--- config.mk ---
export PLATFORM = sky130hd
export DESIGN_NAME = sar_search
export DESIGN_NICKNAME = d
export VERILOG_FILES = /design/src/rtl/sar_search.sv
export SDC_FILE = /design/constraint.sdc
export NUM_CORES = 1
export LEC_CHECK = 0
export BUFFER_PORTS_ARGS = -buffer_cell sky130_fd_sc_hd__clkbuf_2
export CAP_MARGIN = 15
export CORE_MARGIN = 2
export CORE_UTILIZATION = 39
export CTS_CLUSTER_DIAMETER = 50
export DETAILED_ROUTE_END_ITERATION = 12
export GPL_TIMING_DRIVEN = 0
export PLACE_DENSITY = 0.67
export SYNTH_ARGS = -nofsm -noshare
export SYNTH_HDL_FRONTEND = slang
export SYNTH_SLANG_ARGS = --single-unit
--- constraint.sdc ---
create_clock -name CLK -period 2.31 [get_ports CLK]
set_input_delay 0.1155 -clock CLK [delete_from_list [all_inputs] [get_ports CLK]]
set_output_delay 0.1155 -clock CLK [all_outputs]
set_load 0.02 [all_outputs]
--- src/rtl/sar_search.sv ---
// Successive-approximation search controller.
// Drives probe word X into an external magnitude comparator and resolves the
// unknown operand Y MSB first, one probe per clock, using the Zx/Zy/Zeq flags.
module sar_search #(
  parameter int W = 4
) (
  input  logic         CLK,
  input  logic         RST,
  input  logic         start,
  input  logic         Zx,
  input  logic         Zy,
  input  logic         Zeq,
  output logic [W-1:0] X,
  output logic         busy,
  output logic         done,
  output logic [W-1:0] result,
  output logic         found,
  output logic         err
);

  // Bit index needs at least one bit so W=1 still elaborates.
  localparam int IW = (W > 1) ? $clog2(W) : 1;
  localparam logic [W-1:0] MSB_PROBE = W'(1) << (W - 1);
  localparam logic [IW-1:0] TOP_IDX  = IW'(W - 1);

  typedef enum logic [1:0] {
    IDLE   = 2'd0,
    PROBE  = 2'd1,
    VERIFY = 2'd2,
    DONE   = 2'd3
  } state_t;

  state_t        state, state_nxt;
  logic [IW-1:0] idx, idx_nxt, idx_dec;
  logic [W-1:0]  x_nxt, result_nxt, probe;
  logic          found_nxt, err_nxt, flags_ok;

  // A well-behaved comparator asserts exactly one of its three flags.
  function automatic logic onehot3(input logic a, input logic b, input logic c);
    return ({a, b, c} == 3'b100) || ({a, b, c} == 3'b010) || ({a, b, c} == 3'b001);
  endfunction

  assign flags_ok = onehot3(Zx, Zy, Zeq);
  assign idx_dec  = idx - 1'b1;
  assign busy     = (state == PROBE) || (state == VERIFY);
  assign done     = (state == DONE);

  // Next-state and next-register computation; every target defaults to hold.
  always_comb begin
    state_nxt  = state;
    idx_nxt    = idx;
    x_nxt      = X;
    result_nxt = result;
    found_nxt  = found;
    err_nxt    = err;
    probe      = X;
    case (state)
      IDLE: begin
        x_nxt = '0;
        if (start) begin
          state_nxt  = PROBE;
          x_nxt      = MSB_PROBE;
          idx_nxt    = TOP_IDX;
          result_nxt = '0;
          found_nxt  = 1'b0;
          err_nxt    = 1'b0;
        end
      end
      PROBE: begin
        if (!flags_ok) begin
          err_nxt    = 1'b1;
          found_nxt  = 1'b0;
          result_nxt = X;
          x_nxt      = '0;
          state_nxt  = DONE;
        end else if (Zeq) begin
          // Exact hit: no need to resolve the remaining low bits.
          result_nxt = X;
          found_nxt  = 1'b1;
          x_nxt      = '0;
          state_nxt  = DONE;
        end else begin
          if (Zx) probe[idx] = 1'b0;
          if (idx != '0) begin
            probe[idx_dec] = 1'b1;
            idx_nxt        = idx_dec;
          end else begin
            state_nxt = VERIFY;
          end
          x_nxt = probe;
        end
      end
      VERIFY: begin
        // All bits decided; one last probe confirms the resolved value.
        result_nxt = X;
        if (!flags_ok) begin
          err_nxt   = 1'b1;
          found_nxt = 1'b0;
        end else begin
          found_nxt = Zeq;
        end
        x_nxt     = '0;
        state_nxt = DONE;
      end
      DONE: begin
        x_nxt     = '0;
        state_nxt = IDLE;
      end
      default: begin
        x_nxt     = '0;
        state_nxt = IDLE;
      end
    endcase
  end

  // State and output registers; reset aborts any search in progress.
  always_ff @(posedge CLK or posedge RST) begin
    if (RST) begin
      state  <= IDLE;
      idx    <= TOP_IDX;
      X      <= '0;
      result <= '0;
      found  <= 1'b0;
      err    <= 1'b0;
    end else begin
      state  <= state_nxt;
      idx    <= idx_nxt;
      X      <= x_nxt;
      result <= result_nxt;
      found  <= found_nxt;
      err    <= err_nxt;
    end
  end

endmodule

# Yosys cells after proc, flatten, opt, wreduce, memory -nomap -nowiden
# Cells that the tools add are included.
[totals] ff_bits=14 wordCells=77
[classes] addsub=1 n_lt_le_gt_ge=4 n_eq_ne=13 muxes=34 bitwise_logic=3 reduce_logical=16
[ops] cell="two-way mux 4 bit" count=11
[ops] cell="case mux 4 bit (3 select lines)" count=2
[ops] cell="two-way mux 2 bit" count=8
[ops] cell="inequality test 2 bit (second input constant)" count=4
[ops] cell="case mux 2 bit (4 select lines)" count=1
[ops] cell="two-way mux 1 bit" count=7
[ops] cell="less-than comparator 2 x 3 -> 1 bit (second input constant)" count=2
[ops] cell="AND reduction 3 bit" count=2
[ops] cell="nonzero test 2 bit" count=3
[ops] cell="AND reduction 5 bit" count=1
[ops] cell="AND 4 bit" count=1
[ops] cell="demux 1 bit (select 2 bit)" count=2
[ops] cell="equality test 2 bit (second input constant)" count=2
[ops] cell=">= comparator 2 x 1 -> 1 bit (second input constant)" count=2
[ops] cell="inequality test 4 bit (second input constant)" count=1
[ops] cell="inverter 4 bit" count=1
[ops] cell="OR 4 bit" count=1
[ops] cell="case mux 2 bit (2 select lines)" count=1
[ops] cell="OR reduction 2 bit" count=2
[ops] cell="equality test 3 x 1 -> 1 bit (second input constant)" count=1
[ops] cell="equality test 3 x 2 -> 1 bit (second input constant)" count=1
[ops] cell="equality test 3 bit (second input constant)" count=1
[ops] cell="logical OR 1 bit" count=3
[ops] cell="inequality test 3 bit (second input constant)" count=1
[ops] cell="9 further kinds" count=10

# Logic depth before layout (Yosys ltp)
# Gate-level depths: netlist of the first run.
[depth] word_depth=15 ltp_mapped=6 mapped_depth_nobuf=6

# Worst setup path before layout of the first run
# OpenSTA, ideal clock, no wires.
[synth_path] kind="reg-to-reg" from="register idx[0]" to="register idx[0]" setup_time_ps=90 arrival_time_ps=1582 required_time_ps=2220 slack_ps=639 stages_incl_launch_ff=5 n_path_buf=0 period_less_slack_ps=1671 path_cell_list="dfstp_2 -> inv_1 -> ha_1 -> or3_4 -> a311oi_2"
[synth_between] elab_chain_cells=5 word_cells_on_any_way=8
[synth_rtl] element="from (decl)" line="34" rtl="logic [IW-1:0] idx, idx_nxt, idx_dec;"
[synth_rtl] element="from (signal assigned)" line="127" rtl="idx <= idx_nxt;"
[synth_rtl] element="subtractor 2 x 1 -> 2 bit" line="44" rtl="assign idx_dec = idx - 1'b1;"
[synth_rtl] element="two-way mux 2 bit" line="84" rtl="if (idx != '0) begin"
[synth_rtl] element="two-way mux 2 bit" line="76" rtl="end else if (Zeq) begin"
[synth_rtl] element="two-way mux 2 bit" line="70" rtl="if (!flags_ok) begin"
[synth_rtl] element="case mux 2 bit (2 select lines)" line="57" rtl="case (state)"
# Several ways; a longest one is shown, not always the timed one. The select of a mux whose other input is x is not followed.
# A chain may end at the register's enable or synchronous reset.

# Final worst setup path of the first run
# Same ends and word-level chain as after synthesis.

==> results.txt, run 1 <==
----------------------------------------------------
[Yosys]
  Synthesized area divided by synthesized cell count ... 9.417 µm²
  Total standard cell area after synthesis ... 894.6 µm²
  Number of register bits inferred by synthesis ... 14
  Fraction of the yosys area taken by sequential cells ... 39.44%
  Share of the synthesized area in the top cell type ... 33.57%
  Library cells used by synthesis ... 33
  Mapped Nets ... 111
  Cell taking the most area after synthesis ... sky130_fd_sc_hd__dfrtp_1
  Count of yosys warnings during synthesis ... 0
  Mapped Cells ... 95
  Area contributors post-synth ... sky130_fd_sc_hd__dfrtp_1 34%, sky130_fd_sc_hd__ha_1 14%, sky130_fd_sc_hd__dfstp_2 5.9%

[Routing]
  Violation count after the first detailed-route iteration ... 13
  DRC violations left ... 0
  Mean number of vias per cell ... 5.069
  First-pass iteration count of the detailed router ... 4
  Detailed-route wire length ... 1760 µm
  Vias post-DR ... 730
  Post-DR wirelength/cell ... 12.22 µm
  Antenna violation net count after detailed routing ... 0

[Final layout]
  Antenna fix cells ... 0
  Ratio of cells with drive above 1 in the final layout ... 25.00%
  Post-layout instance area ... 1056 µm²
  Synthesis-to-finish area growth ... 18.04%
  Total of fill cells in the finished design ... 206
  Final cell count without fillers ... 144
  Post-layout net count ... 133

[Setup path]
  Highest net fanout along the worst path ... 6
  Category of the most critical setup path ... reg -> reg
  Critical path data arrival time ... 2090 ps
  Critical Path End Type ... register
  Critical Path RT ... 2510 ps
  Category of the worst setup path launch point ... register

[Run]
  Maximum capacitance violations ... 0

[Placed design]
  RD Place Congestion ... 0.7982
  Post-Place Cells ... 139
  Detailed placer's ending HPWL ... 1350 µm
  Placed standard-cell area ... 1010 µm²
  Number of input and output port buffers inserted ... 16

[Die]
  DIE AREA ... 2693 µm²
  Overall die width ... 51.90 µm
  Count of boundary I/O pins ... 18
  Initial Util ... 40.83%
  Core region area ... 2191 µm²
  Die height ... 51.90 µm
  Placement row count ... 17

[Timing]
  Total setup violations reported at the end of the flow ... 0
  Worst slew margin ... 63.35%
  Setup repair after global routing missed its margin ... false
  Period minus WS final ... 1890 ps
  Worst Max-Slew Pin Slew ... 549.2 ps
  Final Max Tran Viols ... 0
  Tcrit/Tclk final ... 81.83%
  Setup Skew ... 11.02 ps
  Final hold violation count ... 0
  Total negative slack for setup checks ... 0 ps
  FMAX ... 0.5290 GHz

[Clock network]
  Clock buffer count from CTS ... 3
  Clock Pin Slew Worst Setup and Hold Paths ... 90 ps
  Cell at the root of the clock tree ... sky130_fd_sc_hd__clkbuf_4
  H-tree depth reported by CTS ... 1
  Max Buffers Root-to-Sink ... 2
  Clock tree sinks ... 14
  Worst skew pair latency ... 280 ps
  Post-CTS setup-driven buffer insertion count ... 0
  TritonCTS clock tree ... done

[Hold path]
  Class of the most critical hold timing path ... in -> reg

[Outcome]
  Run status ... complete, no violations

[Global routing]
  Via count of the first global-routing pass ... 725
  Initial antenna violation count ... 0
  Total Routing Usage GR ... 16.30%
  Gr ovfl total ... 0
  Largest net degree at the start of global routing ... 15
  Wire length of the first global-routing pass ... 3194 µm

[Pwr]
  Leakage power ... 0.5170 nW
  Cell Pwr Density ... 1155 nW/µm²
  Maximum VDD drop ... 0.0005466 V

----------------------------------------------------
[placed cells by master, fill, tap and decap left out, drive strengths merged, types with 2 or more instances in the layout]
master   n
clkbuf  20
dfrtp   12
nor2     7
dfstp    2
o211ai   2
nor2b    2
a22o     2
nand2b   3
o21ai   10
a21oi    7
nor3b    2
inv      7
ha      10
nand2   13
[timing repair]
action | CTS | global route
hold buffers | 1 | 0
endpoints found under the hold margin | 12 | 0
gates resized for setup | 0 | 0
[synthesized netlist by cell type]
master	count
sky130_fd_sc_hd__a22o_1	2
sky130_fd_sc_hd__nand3_1	1
sky130_fd_sc_hd__or2b_1	1
sky130_fd_sc_hd__buf_4	1
sky130_fd_sc_hd__mux2i_1	1
sky130_fd_sc_hd__o21ai_0	9
sky130_fd_sc_hd__nor3b_2	1
sky130_fd_sc_hd__a311oi_2	1
sky130_fd_sc_hd__o22ai_1	1
sky130_fd_sc_hd__or2_1	1
sky130_fd_sc_hd__nor2_1	7
sky130_fd_sc_hd__or3_4	1
sky130_fd_sc_hd__dfstp_2	2
sky130_fd_sc_hd__o21ai_1	1
sky130_fd_sc_hd__a21oi_1	7
sky130_fd_sc_hd__xnor2_1	1
sky130_fd_sc_hd__a211oi_1	1
sky130_fd_sc_hd__nor3_1	1
sky130_fd_sc_hd__xor2_1	1
sky130_fd_sc_hd__o211ai_1	1
sky130_fd_sc_hd__a2bb2oi_2	1
sky130_fd_sc_hd__o31ai_1	1
sky130_fd_sc_hd__and3b_1	1
sky130_fd_sc_hd__dfrtp_1	12
sky130_fd_sc_hd__inv_1	7
sky130_fd_sc_hd__o41ai_1	1
sky130_fd_sc_hd__nand2b_1	3
sky130_fd_sc_hd__nand2_1	12
sky130_fd_sc_hd__ha_1	10
sky130_fd_sc_hd__nor3b_1	1
sky130_fd_sc_hd__nand2_2	1
sky130_fd_sc_hd__nor2b_1	2
sky130_fd_sc_hd__o211ai_2	1
[cells by family (layout without fill, tap and decap cells)]
group                    Yosys count  in the layout  synth area share, %
AO/OA/AOI/OAI                     27             27                20.42
buffers and inverters              8             29                3.777
XOR/XNOR                           2              2                1.958
multiplexers                       1              1                1.119
flip-flops                        14             14                39.44
adder cells (fa/ha/maj)           10             10                13.99
AND/OR/NAND/NOR                   33             33                19.30
[worst max-delay path, stage by stage (launching register included)]
cell and delay [ps]:
sky130_fd_sc_hd__dfstp_2 590, sky130_fd_sc_hd__inv_1 120, sky130_fd_sc_hd__ha_1 290, sky130_fd_sc_hd__o41ai_1 500
sky130_fd_sc_hd__nor2_1 100, sky130_fd_sc_hd__a311oi_2 210
[per-stage QoR]
step,hold slack [ps],utilization [%],total power [mW],worst slack [ps]
after CTS,93.70,48.20,1.238,426.2
after global routing,107.1,48.20,1.357,241.8
after floorplan,3.288,-,0.8851,638.8
final,109.3,48.20,1.220,419.8
after global placement,170.5,46.09,1.040,494.9
after detailed placement,168.1,46.09,1.056,449.4
[final timing paths]
kind | startpoint | depth (start not counted) | slack [ps] | to
hold reg to reg | result[3] | 2 | 480 | result[3]
min in group asynchronous | RST | 3 | 400 | result[0]
setup reg to reg | idx[0] | 5 | 420 | idx[0]
max in group asynchronous | RST | 3 | 1540 | found
hold / removal | start | 2 | 110 | X[3]
setup / recovery | idx[0] | 5 | 420 | idx[0]
[per-layer routing]
metal	wire, µm	GRT usage, %	up-vias
li1	-	-	373
met1	871	20.11	336
met2	783	24.89	19
met3	79	2.299	2
met4	27	13.60	0
met5	0	0	-
[power by group]
part / switching (mW) / internal (mW) / total, mW
sequential: 0.0645 / 0.323 / 0.388
clock: 0.0787 / 0.0958 / 0.174
combinational: 0.415 / 0.242 / 0.658
total: 0.558 / 0.662 / 1.22
[state kept, by name, indices dropped and copies added, names as in the netlist]
signal / count
result: 4
found: 1
X: 4
state: 2
err: 1
idx: 2
[area by class of cell]
class | count | area (µm²) | share of cell area [%]
plain buffers | 1 | 7.507 | 0.7109
clock buffers | 4 | 36.28 | 3.436
inverters | 7 | 26.28 | 2.488
multi-input cells | 73 | 508.0 | 48.10
flip-flops and latches | 14 | 352.8 | 33.41
well taps | 28 | 35.03 | 3.318
repair buffers | 17 | 90.09 | 8.531
Power figures use the tool's default switching activity.
==> run 2, diff against run 1 <==
--- a/config.mk
+++ b/config.mk
@@ -5,6 +5,7 @@
 export SDC_FILE = /design/constraint.sdc
 export NUM_CORES = 1
 export LEC_CHECK = 0
+export ABC_AREA = 1
 export BUFFER_PORTS_ARGS = -buffer_cell sky130_fd_sc_hd__clkbuf_2
 export CAP_MARGIN = 15
 export CORE_MARGIN = 2
==> constraint.sdc (replaced) <==
create_clock -name CLK -period 1.86 [get_ports CLK]
set_input_delay 0.093 -clock CLK [delete_from_list [all_inputs] [get_ports CLK]]
set_output_delay 0.093 -clock CLK [all_outputs]
set_load 0.02 [all_outputs]
==> results.txt, run 2 <==
----------------------------------------------------
[Clock network]
  H-tree depth reported by CTS ... 1 (unchanged)
  Max Buffers Root-to-Sink ... 2 (unchanged)
  Cell at the root of the clock tree ... sky130_fd_sc_hd__clkbuf_4 (unchanged)
  Clock Pin Slew Worst Setup and Hold Paths ... 90 ps (about the same)
  TritonCTS clock tree ... done (unchanged)
  Clock tree sinks ... 14 (unchanged)
  Clock buffer count from CTS ... 3 (unchanged)
  Worst skew pair latency ... 280 ps (about the same)

[Routing]
  Post-DR wirelength/cell ... 11.21 µm (was 12.22 µm)
  Antenna violation net count after detailed routing ... 0 (unchanged)
  Detailed-route wire length ... 1782 µm (was 1760 µm)
  First-pass iteration count of the detailed router ... 5 (was 4)
  Mean number of vias per cell ... 4.918 (was 5.069)
  DRC violations left ... 0 (unchanged)
  Vias post-DR ... 782 (was 730)
  Violation count after the first detailed-route iteration ... 12 (was 13)

[Yosys]
  Area contributors post-synth ... sky130_fd_sc_hd__dfrtp_1 34%, sky130_fd_sc_hd__nand2_1 14%, sky130_fd_sc_hd__ha_1 14% (was sky130_fd_sc_hd__dfrtp_1 34%, sky130_fd_sc_hd__ha_1 14%, sky130_fd_sc_hd__dfstp_2 5.9%)
  Total standard cell area after synthesis ... 894.6 µm² (unchanged)
  Most used DFF post-synth ... sky130_fd_sc_hd__dfrtp_1 (unchanged)
  Number of register bits inferred by synthesis ... 14 (unchanged)
  Mapped Cells ... 109 (was 95)
  Count of yosys warnings during synthesis ... 0 (unchanged)
  Fraction of the yosys area taken by sequential cells ... 39.44% (unchanged)
  Top cells by instance count after synthesis ... 34 x sky130_fd_sc_hd__nand2_1, 12 x sky130_fd_sc_hd__dfrtp_1, 12 x sky130_fd_sc_hd__inv_1, 10 x sky130_fd_sc_hd__ha_1, 9 x sky130_fd_sc_hd__nand3_1 (was 12 x sky130_fd_sc_hd__dfrtp_1, 12 x sky130_fd_sc_hd__nand2_1, 10 x sky130_fd_sc_hd__ha_1, 9 x sky130_fd_sc_hd__o21ai_0)
  Library cells used by synthesis ... 20 (was 33)
  Number of synthesized flops with an enable pin ... 0 (unchanged)
  Share of the synthesized area in the top cell type ... 33.57% (unchanged)
  Share of flip-flops with an asynchronous set or reset ... 100.0% (unchanged)
  Cell taking the most area after synthesis ... sky130_fd_sc_hd__dfrtp_1 (unchanged)
  Synthesized area divided by synthesized cell count ... 8.207 µm² (was 9.417 µm²)
  Mapped Nets ... 125 (was 111)
  Most frequent cell after synthesis ... sky130_fd_sc_hd__nand2_1

[Timing]
  Worst slew margin ... 64.92% (was 63.35%)
  Final Max Tran Viols ... 0 (unchanged)
  Total negative slack for setup checks ... 0 ps (unchanged)
  FMAX ... 0.6417 GHz (was 0.5290 GHz)
  Final worst-path setup slack ... 301.7 ps (was 419.8 ps)
  Worst Max-Slew Pin Slew ... 525.6 ps (was 549.2 ps)
  Period minus WS final ... 1558 ps (was 1890 ps)
  Setup repair after global routing missed its margin ... false (unchanged)
  Final hold violation count ... 0 (unchanged)
  Post-Route Hold Slack ... 130.6 ps (was 109.3 ps)
  Tcrit/Tclk final ... 83.78% (was 81.83%)
  Setup Skew ... 0.5670 ps (was 11.02 ps)
  Total setup violations reported at the end of the flow ... 0 (unchanged)

[Final layout]
  Leading cell type in the layout, fill and taps excluded ... sky130_fd_sc_hd__nand2_1 (was sky130_fd_sc_hd__clkbuf_2)
  Leading cell types in the layout, fill and taps excluded ... 34 x sky130_fd_sc_hd__nand2_1, 17 x sky130_fd_sc_hd__clkbuf_2, 12 x sky130_fd_sc_hd__dfrtp_1, 12 x sky130_fd_sc_hd__inv_1, 10 x sky130_fd_sc_hd__ha_1 (was 16 x sky130_fd_sc_hd__clkbuf_2, 12 x sky130_fd_sc_hd__dfrtp_1, 12 x sky130_fd_sc_hd__nand2_1)
  Post-layout net count ... 148 (was 133)
  Ratio of cells with drive above 1 in the final layout ... 22.90% (was 25.00%)
  Total of fill cells in the finished design ... 214 (was 206)
  Registers with the highest flip-flop counts ... X (4), result (4) (unchanged)
  Synthesis-to-finish area growth ... 18.60% (was 18.04%)
  Post-layout instance area ... 1061 µm² (was 1056 µm²)
  Antenna fix cells ... 0 (unchanged)

[Hold path]
  Class of the most critical hold timing path ... in -> reg (unchanged)
  Depth of the worst hold-timing path ... 4 (was 2)

[Die]
  Overall die width ... 51.90 µm (unchanged)
  Initial Util ... 40.83% (unchanged)
  DIE AREA ... 2693 µm² (unchanged)
  Core region area ... 2191 µm² (unchanged)
  Placement row count ... 17 (unchanged)
  Die height ... 51.90 µm (unchanged)
  Count of boundary I/O pins ... 18 (unchanged)

[Setup path]
  Flop2flop setup slack ... 300 ps (was 420 ps)
  Critical Path End Type ... register (unchanged)
  Highest net fanout along the worst path ... 7 (was 6)
  Worst setup path startpoint ... idx[0] (unchanged)
  Register-to-Register Path Depth ... 7 (was 5)
  Critical path data arrival time ... 1770 ps (was 2090 ps)
  Category of the most critical setup path ... reg -> reg (unchanged)
  Worst flop-to-flop path startpoint ... idx[0] (unchanged)
  Category of the worst setup path launch point ... register (unchanged)
  Critical Path RT ... 2080 ps (was 2510 ps)
  Endpoint of the worst register-to-register path ... state[1] (was idx[0])
  Setup crit end ... state[1] (was idx[0])

[Outcome]
  Run status ... complete, no violations (unchanged)

[Placed design]
  Number of input and output port buffers inserted ... 17 (was 16)
  Worst slack at placement ... 330.3 ps (was 449.4 ps)
  Detailed placer's ending HPWL ... 1380 µm (was 1350 µm)
  RD Place Congestion ... 0.8035 (was 0.7982)
  Placed standard-cell area ... 1015 µm² (was 1010 µm²)

[Global routing]
  Wire length of the first global-routing pass ... 3208 µm (was 3194 µm)
  Gr ovfl total ... 0 (unchanged)
  Via count of the first global-routing pass ... 744 (was 725)
  Initial antenna violation count ... 0 (unchanged)
  Largest net degree at the start of global routing ... 15 (unchanged)
  Total Routing Usage GR ... 15.92% (was 16.30%)

[Run]
  Maximum capacitance violations ... 0 (unchanged)

[Pwr]
  Leakage power ... 0.5902 nW (was 0.5170 nW)
  Cell Pwr Density ... 1503 nW/µm² (was 1155 nW/µm²)
  Maximum VDD drop ... 0.0008370 V (was 0.0005466 V)

----------------------------------------------------
[run 2: power by group]
part / total [mW] / internal (mW) / switching (mW)
Clock: 0.224 / 0.119 / 0.105
Sequential: 0.495 / 0.406 / 0.0882
Combinational: 0.876 / 0.309 / 0.567
Total: 1.59 / 0.835 / 0.760
[run 2: final cells by class]
cell class                 count  area, µm²  area share (%)
clock buffer                   4      36.28           3.420
sequential                    14      352.8           33.25
timing repair buffer          18      95.09           8.962
multi-input combinational     81      485.5           45.75
inverter                      13      48.80           4.599
tap                           28      35.03           3.302
buffer                         1      7.507          0.7075
[run 2: logic make-up after synthesis]
kind of cell	count (synthesis)	synth area share, %
and+or+nand+nor	58	32.03
buffers and inverters	14	6.293
DFF	14	39.44
AOI/OAI and AO/OA	13	8.251
adders and majority gates	10	13.99
[run 2: what timing repair did]
action | 4_1_cts | 5_1_grt
resized for setup | 0 | 0
hold buffers | 1 | 0
buffers inserted | 0 | 0
endpoints found under the hold margin | 12 | 0
[run 2: worst min path at each step]
stage | from | endpoint | slack [ps]
3_5_place_dp | RST | result[3] | 150
2_1_floorplan | RST | X[0] | -20
6_report | start | err | 130
5_1_grt | start | X[3] | 160
4_1_cts | start | err | 130
3_3_place_gp | RST | found | 140
[run 2: metrics by stage]
step                      power, mW  cells  utilization [%]
after floorplan               1.170    109                -
after global placement        1.362    154            46.32
after detailed placement      1.375    154            46.32
after CTS                     1.610    159            48.43
after global routing          1.770    159            48.43
final                         1.595    159            48.43
[run 2: worst max-delay path: stages, from the launching register on]
cell and delay, ps:
sky130_fd_sc_hd__dfstp_2 600, sky130_fd_sc_hd__inv_1 90, sky130_fd_sc_hd__ha_1 250, sky130_fd_sc_hd__nor2_1 160, sky130_fd_sc_hd__nand4_1 150, sky130_fd_sc_hd__nand2_1 120
sky130_fd_sc_hd__nand2_1 50, sky130_fd_sc_hd__o21ai_1 70
[run 2: metal layers]
metal | track usage, % | vias to the layer above | wire (µm)
met1 | 21.02 | 352 | 891
met4 | 6.579 | 0 | 17
met3 | 3.736 | 4 | 102
li1 | - | 402 | -
met5 | 0 | - | 0
met2 | 24.89 | 24 | 771
